`src/rtl/regfile_access_arbiter.sv`:
```
// Two-client round-robin arbiter in front of a small register file.
// One granted request per cycle reads up to two registers, optionally
// writes one register, and produces exactly one registered response
// one cycle later. A stalled response channel blocks all new grants.
module regfile_access_arbiter #(
    parameter int DATA_W = 8,
    parameter int ADDR_W = 2
) (
    input  logic              clk,
    input  logic              reset,
    // client A
    input  logic              a_valid,
    output logic              a_ready,
    input  logic [1:0]        a_op,
    input  logic [ADDR_W-1:0] a_dst,
    input  logic [ADDR_W-1:0] a_src1,
    input  logic [ADDR_W-1:0] a_src2,
    input  logic [DATA_W-1:0] a_wdata,
    // client B
    input  logic              b_valid,
    output logic              b_ready,
    input  logic [1:0]        b_op,
    input  logic [ADDR_W-1:0] b_dst,
    input  logic [ADDR_W-1:0] b_src1,
    input  logic [ADDR_W-1:0] b_src2,
    input  logic [DATA_W-1:0] b_wdata,
    // register file ports
    output logic [ADDR_W-1:0] rf_rr1,
    output logic [ADDR_W-1:0] rf_rr2,
    input  logic [DATA_W-1:0] rf_rd1,
    input  logic [DATA_W-1:0] rf_rd2,
    output logic [ADDR_W-1:0] rf_wr,
    output logic [DATA_W-1:0] rf_wdata,
    output logic              rf_we,
    // response channel
    output logic              rsp_valid,
    output logic              rsp_id,
    output logic [DATA_W-1:0] rsp_data,
    input  logic              rsp_ready,
    // statistics
    output logic [7:0]        op_count
);

    typedef enum logic [1:0] {
        OP_READ  = 2'b00,
        OP_WRITE = 2'b01,
        OP_ADD   = 2'b10,
        OP_CLEAR = 2'b11
    } op_e;

    // registered state
    logic              last_b_q,    last_b_d;     // 1: B was granted most recently
    logic              rsp_valid_q, rsp_valid_d;
    logic              rsp_id_q,    rsp_id_d;
    logic [DATA_W-1:0] rsp_data_q,  rsp_data_d;
    logic [7:0]        op_count_q,  op_count_d;

    // combinational intermediates
    logic              stall_s;
    logic              grant_a_s;
    logic              grant_b_s;
    logic              grant_s;
    op_e               sel_op_s;
    logic [ADDR_W-1:0] sel_dst_s;
    logic [ADDR_W-1:0] sel_src1_s;
    logic [ADDR_W-1:0] sel_src2_s;
    logic [DATA_W-1:0] sel_wdata_s;
    logic [DATA_W-1:0] sum_s;
    logic [DATA_W-1:0] result_s;

    // Round-robin arbitration; no grant while reset is high or the response is stalled.
    always_comb begin
        stall_s   = rsp_valid_q & ~rsp_ready;
        grant_a_s = 1'b0;
        grant_b_s = 1'b0;
        if (reset || stall_s) begin
            grant_a_s = 1'b0;
            grant_b_s = 1'b0;
        end else if (a_valid && b_valid) begin
            if (last_b_q) begin
                grant_a_s = 1'b1;
            end else begin
                grant_b_s = 1'b1;
            end
        end else if (a_valid) begin
            grant_a_s = 1'b1;
        end else if (b_valid) begin
            grant_b_s = 1'b1;
        end else begin
            grant_a_s = 1'b0;
            grant_b_s = 1'b0;
        end
        grant_s = grant_a_s | grant_b_s;
    end

    // Select the fields of the request that won arbitration.
    always_comb begin
        sel_op_s    = op_e'(a_op);
        sel_dst_s   = a_dst;
        sel_src1_s  = a_src1;
        sel_src2_s  = a_src2;
        sel_wdata_s = a_wdata;
        if (grant_b_s) begin
            sel_op_s    = op_e'(b_op);
            sel_dst_s   = b_dst;
            sel_src1_s  = b_src1;
            sel_src2_s  = b_src2;
            sel_wdata_s = b_wdata;
        end else begin
            sel_op_s    = op_e'(a_op);
            sel_dst_s   = a_dst;
            sel_src1_s  = a_src1;
            sel_src2_s  = a_src2;
            sel_wdata_s = a_wdata;
        end
    end

    // Drive the register-file ports and form the response value for the granted op.
    // ADD reads its sources combinationally in the grant cycle, so a destination
    // that aliases a source naturally uses the pre-write value.
    always_comb begin
        sum_s    = rf_rd1 + rf_rd2;
        rf_rr1   = {ADDR_W{1'b0}};
        rf_rr2   = {ADDR_W{1'b0}};
        rf_we    = 1'b0;
        rf_wr    = {ADDR_W{1'b0}};
        rf_wdata = {DATA_W{1'b0}};
        result_s = {DATA_W{1'b0}};
        if (grant_s) begin
            rf_rr1 = sel_src1_s;
            rf_rr2 = sel_src2_s;
            case (sel_op_s)
                OP_READ: begin
                    result_s = rf_rd1;
                end
                OP_WRITE: begin
                    rf_we    = 1'b1;
                    rf_wr    = sel_dst_s;
                    rf_wdata = sel_wdata_s;
                    result_s = sel_wdata_s;
                end
                OP_ADD: begin
                    rf_we    = 1'b1;
                    rf_wr    = sel_dst_s;
                    rf_wdata = sum_s;
                    result_s = sum_s;
                end
                OP_CLEAR: begin
                    rf_we    = 1'b1;
                    rf_wr    = sel_dst_s;
                    rf_wdata = {DATA_W{1'b0}};
                    result_s = {DATA_W{1'b0}};
                end
                default: begin
                    rf_we    = 1'b0;
                    result_s = {DATA_W{1'b0}};
                end
            endcase
        end else begin
            rf_we = 1'b0;
        end
    end

    // Next-state for the response register, grant counter and round-robin pointer.
    always_comb begin
        rsp_valid_d = rsp_valid_q;
        rsp_id_d    = rsp_id_q;
        rsp_data_d  = rsp_data_q;
        op_count_d  = op_count_q;
        last_b_d    = last_b_q;
        if (grant_s) begin
            rsp_valid_d = 1'b1;
            rsp_id_d    = grant_b_s;
            rsp_data_d  = result_s;
            op_count_d  = op_count_q + 8'd1;
            last_b_d    = grant_b_s;
        end else if (rsp_ready) begin
            rsp_valid_d = 1'b0;
        end else begin
            rsp_valid_d = rsp_valid_q;
        end
    end

    // State registers; reset points the round-robin at B so A wins first.
    always_ff @(posedge clk or posedge reset) begin
        if (reset) begin
            rsp_valid_q <= 1'b0;
            rsp_id_q    <= 1'b0;
            rsp_data_q  <= {DATA_W{1'b0}};
            op_count_q  <= 8'd0;
            last_b_q    <= 1'b1;
        end else begin
            rsp_valid_q <= rsp_valid_d;
            rsp_id_q    <= rsp_id_d;
            rsp_data_q  <= rsp_data_d;
            op_count_q  <= op_count_d;
            last_b_q    <= last_b_d;
        end
    end

    assign a_ready   = grant_a_s;
    assign b_ready   = grant_b_s;
    assign rsp_valid = rsp_valid_q;
    assign rsp_id    = rsp_id_q;
    assign rsp_data  = rsp_data_q;
    assign op_count  = op_count_q;

endmodule

```
`config.mk`:
```
export PLATFORM = sky130hd
export DESIGN_NAME = regfile_access_arbiter
export DESIGN_NICKNAME = d
export VERILOG_FILES = /design/src/rtl/regfile_access_arbiter.sv
export SDC_FILE = /design/constraint.sdc
export NUM_CORES = 1
export LEC_CHECK = 0
export CORE_MARGIN = 3
export CORE_UTILIZATION = 39
export DETAILED_ROUTE_END_ITERATION = 10
export GPL_ROUTABILITY_DRIVEN = 1
export PLACE_DENSITY = 0.94
export REMOVE_ABC_BUFFERS = 1
export SLEW_MARGIN = 15
export SYNTH_ARGS = -nofsm -noshare
export SYNTH_HDL_FRONTEND = slang
export SYNTH_SLANG_ARGS = --single-unit
```
`constraint.sdc`:
```
create_clock -name clk -period 4.82 [get_ports clk]
set_clock_uncertainty 0.2 [all_clocks]
set_input_delay 1.205 -clock clk [delete_from_list [all_inputs] [get_ports clk]]
set_output_delay 1.205 -clock clk [all_outputs]
set_load 0.01 [all_outputs]
```
==> results.ini <==
[status]
outcome=finished, final reports clean

[timing]
hold_viol_final=0
worst_slack_ps=46.3
final_min_period_over_clock_period=0.990
drv_slew=0
worst_pin_slew_ps=678
relSlewSlack=0.547
highest_attainable_clock_frequency_mhz=209
worst_hold_slack_ps=271
fin_setup_tns_ps=0
final.min_clock_period_ps=4770
unrepaired_setup_endpoints_after_global_routing=yes
finalSetupViolations=0

[synth]
syn_area_per_cell_sq_um=8.81
area_leader_netlist=sky130_fd_sc_hd__dfrtp_1
synth.lib_cells_used.distinct=41
yosys_warnings=0
synth_register_bits=19
netlist_area_sq_um=1550
synth_edf_count=0
synth-main-ff-cell=sky130_fd_sc_hd__dfrtp_1
synth_async_sr_flop_share=1.00
synth_area_leaders=sky130_fd_sc_hd__dfrtp_1 (29%), sky130_fd_sc_hd__ha_1 (8.9%), sky130_fd_sc_hd__mux2_2 (5.1%)
postSynthCellCount=176
synth_top_cell_area_share=0.291
synth-seq-area-share=0.308

[clocking]
clock_tree.buffer_depth=2
cts_inserted_buffers=3
htreeDepth=1
clk_transition_reported_paths_ps=70
postCtsHoldBufs=0
tritoncts=yes
cts_sinks=19
cts.root.buffer_cell=sky130_fd_sc_hd__clkbuf_8
clock_latency_ps=260

[worst_setup_path]
worst-path-stages=11
worst-r2r-cell-count=13
crit_path_end_kind=output port
critical-path-slowest-cell=sky130_fd_sc_hd__or4bb_4
critical_path_buf_inv_count=3
critPathArrivalTime_ps=3370
crit_family=simple AND/OR/NAND/NOR gates
timing.critical_path.fanout_max=4
cp.required_ps=3410
startpoint_type=primary input
critical_path.cell_chain=dlygate4sd2_1 > nor2b_2 > a2111oi_4 > mux2i_1 > buf_4 > ha_4 > or4bb_4 > o311ai_2 > a211oi_2 > nor2_1 > buf_2
criticalPathCategory=primary input to output port
critical-path-max-stage-delay_ps=470

[detailed_routing]
route.final.wire_length_microns=5730
post_drt_via_cell_ratio=5.51
route.detailed.wl_per_inst_microns=16.2
route.detailed.drc=0
dr.first_iter.drc_count=87
drt.antenna.violating_nets=0
drt_first_pass_iters=4
vias=1944

[die]
boundaryPins=88
design.core.area_sq_um=3740
die-area_sq_um=4770
die-width_microns=69.0
initial_core_util=0.414
num_rows=22
die_height_microns=69.0

[min_path]
hp-class=register to register
min_delay_path_depth=1

[global_route]
grt_antenna_before_repair=0
global_route_wire_length_before_repair_microns=9350
grt_overflow=0
grt_max_degree=20
grt_pass1_vias=2041
gr-usage-all-layers=0.236

[placed_design]
dp_hpwl_microns=4270
gp_routability_congestion=0.821
place_area_sq_um=2720
numPortBuffers=87
dpl_worst_slack_ps=-704

[layout]
drive_gt1_frac=0.275
insertedDiodeCount=0
syn2layout_area_growth_pct=86.6
final_cell_area_sq_um=2890
leading_cell_type_in_the_layout_fill_and_taps_excluded=sky130_fd_sc_hd__clkdlybuf4s50_1
layout.cells.most_common_list=sky130_fd_sc_hd__clkdlybuf4s50_1 (72), sky130_fd_sc_hd__buf_4 (43), sky130_fd_sc_hd__dfrtp_1 (18)
design.final.nets=371
finalCoreUtilization=0.773
fillers=258
area_of_combinational_cells_with_multiple_inputs_sq_um=1110
final-seq-area_sq_um=477

[power]
leakagePower_nw=1.27
largest_voltage_drop_on_the_vdd_net_uv=139
power_density_nw_per_um2=258

[job]
max_cap_violations=0

==> synthesized netlist by cell type, drive strengths merged, types with 6 or more instances <==
library cell,instances
dfrtp,18
o21ai,16
nor2,13
inv,12
a21oi,11
ha,11
nand2,11
and3,8
mux2,7
xnor2,7
mux2i,6
==> worst register-to-register path: stages (launching register included) <==
cell                        delay, ps
sky130_fd_sc_hd__dfstp_2          400
sky130_fd_sc_hd__a2111oi_4        480
sky130_fd_sc_hd__mux2i_1          340
sky130_fd_sc_hd__buf_4            180
sky130_fd_sc_hd__ha_4             140
sky130_fd_sc_hd__buf_4            140
sky130_fd_sc_hd__o2111ai_1        120
sky130_fd_sc_hd__mux2i_1          210
sky130_fd_sc_hd__a311oi_2          80
sky130_fd_sc_hd__buf_4            150
sky130_fd_sc_hd__buf_4            130
sky130_fd_sc_hd__buf_4            120
sky130_fd_sc_hd__buf_4            120
sky130_fd_sc_hd__o21ai_1          100
==> power by group <==
part	internal, W	switching (W)
Sequential	0.000204	0.0000437
Clock	0.0000589	0.0000526
Combinational	0.000225	0.000161
Total	0.000488	0.000257
==> state kept, by name, indices dropped and copies added, names as in the netlist <==
register and count:
rsp_data 8, op_count 8, last_b_q 1, rsp_valid 1
rsp_id 1
==> metal layers <==
metal | GRT usage | vias to the layer above | wire, microns
li1 | - | 903 | -
met1 | 0.260 | 924 | 2190
met2 | 0.423 | 90 | 2980
met3 | 0.0379 | 27 | 274
met4 | 0.139 | 0 | 282
met5 | 0 | - | 0
==> cell families (layout without fill, tap and decap cells) <==
kind of cell / Yosys count / after routing / share of synthesized area
xor gates and xnor gates: 9 / 9 / 0.0509
AOI/OAI and AO/OA: 52 / 52 / 0.228
buffers and inverters: 18 / 147 / 0.0452
adders and majority gates: 12 / 12 / 0.102
and+or+nand+nor: 53 / 53 / 0.178
muxes: 13 / 13 / 0.0896
DFF: 19 / 19 / 0.308
==> final timing paths <==
path                             startpoint          end  slack [ps]
worst max register to register     last_b_q  rsp_data[7]        1840
max in group asynchronous             reset  op_count[4]        2990
worst max-delay path              rsp_ready  rf_wdata[5]          50
worst min register to register  op_count[7]  op_count[7]         270
min in group asynchronous             reset  op_count[1]        1000
worst min-delay path            op_count[7]  op_count[7]         270
==> metrics by stage <==
stage	instances	power, W
after floorplan	170	0.000389
after global placement	340	0.000593
after detailed placement	340	0.000607
after CTS	352	0.000735
after global routing	353	0.000786
final	353	0.000745
==> final cells by class <==
cell class              count  share of cell area
multi-input cells         139               0.384
repair buffers            131               0.399
inverters                  12              0.0156
well taps                  48              0.0208
flip-flops and latches     19               0.165
clock buffers               4              0.0156
==> what timing repair did <==
action	CTS	global route
setup buffers	8	1
setup endpoints to repair	11	8
endpoints found under the hold margin	0	0
pin swaps	7	6
gates resized for setup	39	22
(Power assumes the default switching activity.)
